File: src/rtl/shift_arbiter_if.sv
// Request/result bundle between the ALU issue logic and the shared shifter.
// master = requesters plus result consumer; slave = shift_arbiter.
interface shift_arbiter_if #(
  parameter int unsigned NUM_REQ = 4,
  parameter int unsigned WIDTH   = 32
);
  localparam int unsigned IdW = $clog2(NUM_REQ);
  localparam int unsigned SaW = $clog2(WIDTH);

  logic [NUM_REQ-1:0]       ctrl_req;
  logic [NUM_REQ*WIDTH-1:0] data_operandA;
  logic [NUM_REQ*SaW-1:0]   ctrl_shiftamt;
  logic [NUM_REQ-1:0]       ctrl_op;
  logic [NUM_REQ-1:0]       ctrl_grant;
  logic [WIDTH-1:0]         data_result;
  logic [IdW-1:0]           ctrl_result_id;
  logic                     ctrl_result_valid;
  logic                     ctrl_result_ready;

  modport master (
    output ctrl_req, data_operandA, ctrl_shiftamt, ctrl_op, ctrl_result_ready,
    input  ctrl_grant, data_result, ctrl_result_id, ctrl_result_valid
  );

  modport slave (
    input  ctrl_req, data_operandA, ctrl_shiftamt, ctrl_op, ctrl_result_ready,
    output ctrl_grant, data_result, ctrl_result_id, ctrl_result_valid
  );
endinterface

File: src/rtl/shift_arbiter.sv
// Round-robin arbiter in front of one shared barrel shifter with a single result register.
// Optional: define SHIFT_ARB_SRA_EN to build the arithmetic-right-shift path (ctrl_op = 1).
module shift_arbiter #(
  parameter int unsigned NUM_REQ = 4,
  parameter int unsigned WIDTH   = 32
) (
  input  logic           clock,
  input  logic           reset,
  shift_arbiter_if.slave bus
);
  localparam int unsigned IdW = $clog2(NUM_REQ);
  localparam int unsigned SaW = $clog2(WIDTH);

  typedef enum logic [0:0] {StEmpty, StFull} state_e;

  state_e           state_q;
  logic [IdW-1:0]   last_q;
  logic [IdW-1:0]   id_q;
  logic [WIDTH-1:0] result_q;

  logic             accept;
  logic             found;
  logic [IdW-1:0]   cand;
  logic [IdW-1:0]   win_idx;
  logic [WIDTH-1:0] sel_a;
  logic [SaW-1:0]   sel_s;
  logic             sel_op;
  logic [WIDTH-1:0] sll_res;
  logic [WIDTH-1:0] shifted;

  assign accept = (|bus.ctrl_req) && ((state_q == StEmpty) || bus.ctrl_result_ready);

  // Scan last+1 .. last+NUM_REQ; the wrap makes the previous winner lowest priority.
  always_comb begin
    found   = 1'b0;
    cand    = last_q;
    win_idx = last_q;
    for (int unsigned k = 1; k <= NUM_REQ; k++) begin
      cand = last_q + IdW'(k);
      if (!found && bus.ctrl_req[cand]) begin
        found   = 1'b1;
        win_idx = cand;
      end
    end
  end

  always_comb begin
    sel_a  = '0;
    sel_s  = '0;
    sel_op = 1'b0;
    for (int unsigned i = 0; i < NUM_REQ; i++) begin
      if (win_idx == IdW'(i)) begin
        sel_a  = bus.data_operandA[i*WIDTH +: WIDTH];
        sel_s  = bus.ctrl_shiftamt[i*SaW +: SaW];
        sel_op = bus.ctrl_op[i];
      end
    end
  end

  assign sll_res = sel_a << sel_s;

`ifdef SHIFT_ARB_SRA_EN
  logic signed [WIDTH-1:0] sra_res;
  assign sra_res = $signed(sel_a) >>> sel_s;
  assign shifted = sel_op ? unsigned'(sra_res) : sll_res;
`else
  logic unused_op;
  assign unused_op = sel_op;
  assign shifted   = sll_res;
`endif

  always_ff @(posedge clock or posedge reset) begin
    if (reset) begin
      state_q  <= StEmpty;
      last_q   <= IdW'(NUM_REQ - 1);
      id_q     <= '0;
      result_q <= '0;
    end else if (accept) begin
      state_q  <= StFull;
      last_q   <= win_idx;
      id_q     <= win_idx;
      result_q <= shifted;
    end else if ((state_q == StFull) && bus.ctrl_result_ready) begin
      state_q  <= StEmpty;
    end
  end

  assign bus.ctrl_grant        = accept ? (NUM_REQ'(1) << win_idx) : '0;
  assign bus.data_result       = result_q;
  assign bus.ctrl_result_id    = id_q;
  assign bus.ctrl_result_valid = (state_q == StFull);
endmodule
File: src/flat_wrapper.sv
// flat-port wrapper written by rule: the top's interface ports become plain ports
module shift_arbiter_flat 
#(
  parameter int unsigned NUM_REQ = 4,
  parameter int unsigned WIDTH   = 32
)
  (clock, reset, bus_ctrl_req, bus_data_operandA, bus_ctrl_shiftamt, bus_ctrl_op, bus_ctrl_result_ready, bus_ctrl_grant, bus_data_result, bus_ctrl_result_id, bus_ctrl_result_valid);
  shift_arbiter_if #(.NUM_REQ(NUM_REQ), .WIDTH(WIDTH)) bus_i ();
  input  logic clock;
  input  logic reset;
  input wire logic [$bits(bus_i.ctrl_req)-1:0] bus_ctrl_req;
  input wire logic [$bits(bus_i.data_operandA)-1:0] bus_data_operandA;
  input wire logic [$bits(bus_i.ctrl_shiftamt)-1:0] bus_ctrl_shiftamt;
  input wire logic [$bits(bus_i.ctrl_op)-1:0] bus_ctrl_op;
  input wire logic [$bits(bus_i.ctrl_result_ready)-1:0] bus_ctrl_result_ready;
  output wire logic [$bits(bus_i.ctrl_grant)-1:0] bus_ctrl_grant;
  output wire logic [$bits(bus_i.data_result)-1:0] bus_data_result;
  output wire logic [$bits(bus_i.ctrl_result_id)-1:0] bus_ctrl_result_id;
  output wire logic [$bits(bus_i.ctrl_result_valid)-1:0] bus_ctrl_result_valid;
  assign bus_i.ctrl_req = bus_ctrl_req;
  assign bus_i.data_operandA = bus_data_operandA;
  assign bus_i.ctrl_shiftamt = bus_ctrl_shiftamt;
  assign bus_i.ctrl_op = bus_ctrl_op;
  assign bus_i.ctrl_result_ready = bus_ctrl_result_ready;
  assign bus_ctrl_grant = bus_i.ctrl_grant;
  assign bus_data_result = bus_i.data_result;
  assign bus_ctrl_result_id = bus_i.ctrl_result_id;
  assign bus_ctrl_result_valid = bus_i.ctrl_result_valid;
  shift_arbiter #(.NUM_REQ(NUM_REQ), .WIDTH(WIDTH)) u_core (.clock(clock), .reset(reset), .bus(bus_i));
endmodule
File: config.mk
export PLATFORM = sky130hd
export DESIGN_NAME = shift_arbiter_flat
export DESIGN_NICKNAME = d
export VERILOG_FILES = /design/src/rtl/shift_arbiter_if.sv /design/src/rtl/shift_arbiter.sv /design/src/flat_wrapper.sv
export SDC_FILE = /design/constraint.sdc
export NUM_CORES = 1
export LEC_CHECK = 0
export CAP_MARGIN = 20
export CORE_AREA = 2 2 113 88
export DETAILED_ROUTE_END_ITERATION = 8
export DIE_AREA = 0 0 115 90
export PLACE_DENSITY = 0.86
export SYNTH_ARGS = -nofsm -noshare
export SYNTH_HDL_FRONTEND = slang
export SYNTH_SLANG_ARGS = --single-unit
File: constraint.sdc
create_clock -name clock -period 7.5 [get_ports clock]
set_input_delay 1.5 -clock clock [delete_from_list [all_inputs] [get_ports clock]]
set_output_delay 1.5 -clock clock [all_outputs]
set_load 0.02 [all_outputs]
Yosys cells after proc, flatten, opt, wreduce, memory -nomap -nowiden --
Cells that the tools add are included.
Storage, ports and cells: bits in registers 37, input bits 159, output and inout port bits 39, logic and storage cells 55
Operators by class: add/sub/neg operators 3, $lt $le $gt $ge 4, eq/ne operators 3, shifts and indexed selects 2, mux-type cells 26, bitwise gates (word level) 1, reductions and logical operators 12
Operators by type and width (count):
- 32-bit 2-to-1 mux | 4
- 32-bit by 5-bit << shifter with 32-bit output | 1
- 5-bit 2-to-1 mux | 4
- 2-bit by 3-bit less-than comparator with 1-bit output, second input constant | 4
- 1-bit 2-to-1 mux | 9
- 1-bit binary-select mux with 2-bit select | 4
- 2-bit 2-to-1 mux | 4
- 1-bit logical AND | 5
- 2-bit adder, second input constant | 2
- 2-bit == test, second input constant | 2
- 4-bit 2-to-1 mux | 1
- 4-bit OR reduction | 1
- 1-bit by 2-bit << shifter with 4-bit output, first input constant | 1
- 1-bit logical NOT | 3
- 2-bit by 1-bit adder with 2-bit output, second input constant | 1
- 2-bit by 1-bit == test with 1-bit output, second input constant | 1
- 2-bit logical NOT | 1
- 2-bit nonzero test | 1
- 1-bit logical OR | 1
- 1-bit inverter | 1

Longest topological paths before layout --
depth in word-level cells 19, depth in mapped cells 15, mapped depth without buffers 10

Worst setup path after synthesis --
Ideal clock, no wire load.
path kind input port to output port, start in bus_ctrl_req[2], end out bus_ctrl_grant[1], arrival time 3.314 ns, data required time 6.000 ns, path slack 2.686 ns, stages on the path 8, path buffers 4, cells stage by stage nor3_1 a31oi_1 a21bo_2 buf_4 buf_2 buf_2 clkbuf_1 nor3b_1
Between the ends: cells in the longest elaborated chain, start to end 14, elaborated cells on any way between the ends 25
Ends and longest elaborated chain:
- start: declaration | RTL line flat_wrapper.sv:11 | input wire logic [$bits(bus_i.ctrl_req)-1:0] bus_ctrl_req;
- 1-bit binary-select mux with 2-bit select | RTL line shift_arbiter.sv:40 | if (!found && bus.ctrl_req[cand]) begin
- 1-bit 2-to-1 mux (implied by the code) | RTL line shift_arbiter.sv:40
- 1-bit 2-to-1 mux | RTL line shift_arbiter.sv:40
- 1-bit logical NOT | RTL line shift_arbiter.sv:40
- 1-bit logical AND | RTL line shift_arbiter.sv:40
- 1-bit 2-to-1 mux | RTL line shift_arbiter.sv:40
- 1-bit logical NOT | RTL line shift_arbiter.sv:40
- 1-bit logical AND | RTL line shift_arbiter.sv:40
- 1-bit 2-to-1 mux | RTL line shift_arbiter.sv:40
- 1-bit logical NOT | RTL line shift_arbiter.sv:40
- 1-bit logical AND | RTL line shift_arbiter.sv:40
- 2-bit 2-to-1 mux | RTL line shift_arbiter.sv:40
- 1-bit by 2-bit << shifter with 4-bit output | RTL line shift_arbiter.sv:88 | assign bus.ctrl_grant = accept ? (NUM_REQ'(1) << win_idx) : '0;
- 4-bit 2-to-1 mux (*) | RTL line shift_arbiter.sv:88
- end: declaration | RTL line flat_wrapper.sv:16 | output wire logic [$bits(bus_i.ctrl_grant)-1:0] bus_ctrl_grant;
Mark *: on every way between the ends. The rest lies on a longest branch, timed or not. The select of a mux whose other input is x is not followed.

Worst setup path in the final report --
start in bus_ctrl_req[1], end out bus_ctrl_grant[0]
The elaborated chain is that of the path after synthesis.

==> results.md <==
- Status: completed
- Post-DR wirelength/cell: 18.4 um
- CP arrival: 4330 ps
- TritonCTS Buffers: 5
- ANT cells: 0
- Longest Clk Path Bufs: 2
- Max Fanout on Critical Path: 33
- Endpoint class of the critical path: output pin
- Die height: 90 um
- Number of H-tree levels: 2
- Synth cell types: 53
- Vias in the first global route: 4358
- Design Area, Final: 6070 um^2
- DPL Wire Length: 10500 um
- Synth Warn #: 0
- Kind of critical path: in -> out
- Yosys reg bits: 37
- Clock root cell: clkbuf_16
- Post-synth EDFFs: 0
- Maximum VDD drop: 0.161 mV
- CP cell instances: clkdlybuf4s50_1 -> nand2b_1 -> a21oi_1 -> a311o_2 -> nor2_1 -> and2_1 -> clkdlybuf4s50_1
- Initial antenna violation count: 0
- Post-Syn Area: 4080 um^2
- Post-synth top cells: mux2i_1 (136), nand2_1 (43), dfrtp_1 (35)
- Die W: 115 um
- Register-to-Register Path Depth: 11
- DP Cell Count: 728
- Mapped Cells: 453
- Minimum clock period: 5830 ps
- Site row count: 31
- Setup TNS: 0 ps
- Grt ovf: 0
- Final Hold Vio Count: 0
- PwrDens: 341 nW/um^2
- # Post-CTS Setup Buffers: 0
- TritonRoute pass-1 iters: 5
- Share of layout cells above drive strength 1: 7.41%
- Peak Freq: 171 MHz
- Ys async rst share: 100%
- Post_cts resized: 0
- Worst-path clk slew: 50 ps
- Worst slew pin tran: 1040 ps
- # clock sinks: 37
- Pin count of the biggest net entering global routing: 48
- Core ar.: 9310 um^2
- Initial DRC Count: 241
- Average size of a mapped cell: 9.00 um^2
- Starting density of the core: 43.8%
- First-pass GRT wire length: 21700 um
- Post-Syn Nets: 612
- Post-DRT Antenna Nets: 0
- Top cell type's share of synthesized area: 33.4%
- Unrepaired setup endpoints after global routing: false
- Area contributors post-synth: mux2i_1 (33%), dfrtp_1 (21%), a22oi_1 (4.1%)
- Tcrit/Tclk final: 77.8%
- Cell Count, Final, Fillers Out: 736
- Port buffer count: 193
- Post-synth top flop: dfrtp_1
- FILL cells: 765
- Slew headroom: 30.5%
- DRC: 0
- Sequential cell area fraction in the yosys report: 22.8%
- CP required: 6000 ps
- Worst path max stage delay: 760 ps
- DIE AREA: 10400 um^2
- Most used cell, CP: clkdlybuf4s50_1
- Slowest cell on the critical path: a311o_2
- Area delta synth->final: 49.1%
- Total power: 2.07 mW
- Hold Buf Count CTS: 0
- Hold Path Class: reg -> reg
- Max_cap viols: 0
- Nets: 779
- Routability cong.: 0.942
- Worst-Skew Late Latency: 280 ps
- Leak: 2.64 nW
- Routed WL: 13600 um
- GRT Overall Usage: 25.5%
- Dpl cell area: 5930 um^2
- Hold depth: 2
- Most common cell in the netlist: mux2i_1
- Final setup viols: 0
- TritonCTS clock tree: done
- Pins over their slew limit: 0
- DR vias: 4232
- Via density: 5.75
- Worst setup SP type: primary input
- Largest area contributor in the netlist: mux2i_1
- I/O pin count: 198
- Setup Skew: 5.58 ps
==> metrics by stage <==
stage          hold WS (ps)  setup WS (ps)  util (%)
3_5_place_dp            477           1690      63.7
5_1_grt                 525           1520      65.3
3_3_place_gp            465           1820      63.7
2_1_floorplan           474           2690         -
4_1_cts                 489           1670      65.3
6_report                488           1670      65.3
==> metal layers <==
metal	vias to the layer above	wire [um]	track usage (%)
li1	2044	-	-
met1	1984	5730	32.0
met2	188	6620	45.2
met3	16	1040	5.19
met4	0	160	4.82
met5	-	0	0
==> sequential cells by signal (all words and copies together), names as in the netlist <==
| signal | flops |
|---|---|
| u_core.bus.data_result | 32 |
| u_core.bus.ctrl_result_valid | 1 |
| u_core.bus.ctrl_result_id | 2 |
| u_core.last_q | 2 |
==> layout by cell type, fill, tap and decap left out, types with 7 or more instances in the layout <==
cell and count:
buf_4 7, a22oi_1 22, nand2_1 43, clkdlybuf4s50_1 193
nand2b_1 7, mux2_2 14, o22ai_1 7, o21ai_0 20
mux2i_1 136, a21oi_1 30, nor2_1 19, nor3_1 8
dfrtp_1 35
==> where the power goes <==
group	internal [mW]	switching [mW]	total (mW)	leakage (nW)
logic	0.683	0.855	1.54	2.10
clock network	0.122	0.0811	0.203	0.0696
registers	0.278	0.0513	0.330	0.470
==> critical path: cells and delay by family <==
| family | cells | cell delay, ps |
|---|---|---|
| buffers and inverters | 2 | 1220 |
| AOI/OAI and AO/OA | 2 | 1080 |
| and+or+nand+nor | 3 | 530 |
==> kinds of logic (layout without fill, tap and decap cells) <==
family | count (synthesis) | in the layout | synth area share [%]
DFF | 37 | 37 | 22.8
and+or+nand+nor | 91 | 91 | 9.86
muxes | 152 | 152 | 38.0
buffers and inverters | 46 | 214 | 7.40
AOI/OAI and AO/OA | 127 | 127 | 22.0
==> final timing paths <==
check | startpoint | to | slack (ps)
setup / recovery | bus_ctrl_req[1] | bus_ctrl_grant[0] | 1670
hold / removal | u_core.bus.ctrl_result_id[1]$_DFFE_PP0P_ | u_core.bus.ctrl_result_id[1]$_DFFE_PP0P_ | 490
setup reg to reg | u_core.last_q[1]$_DFFE_PP1P_ | u_core.bus.data_result[28]$_DFFE_PP0P_ | 3190
hold reg to reg | u_core.bus.ctrl_result_id[1]$_DFFE_PP0P_ | u_core.bus.ctrl_result_id[1]$_DFFE_PP0P_ | 490
max in group asynchronous | reset | u_core.last_q[1]$_DFFE_PP1P_ | 5500
min in group asynchronous | reset | u_core.bus.ctrl_result_valid$_DFFE_PP0P_ | 1640
==> layout make-up <==
cell class | count | area (um^2) | share of cell area, %
multi-input combinational | 370 | 2850 | 47.0
sequential | 37 | 928 | 15.3
clock inverter | 3 | 17.5 | 0.288
timing repair buffer | 200 | 1980 | 32.7
clock buffer | 5 | 125 | 2.06
tap | 115 | 144 | 2.37
inverter | 6 | 22.5 | 0.371
No activity file was read; power rests on OpenSTA's default activity.
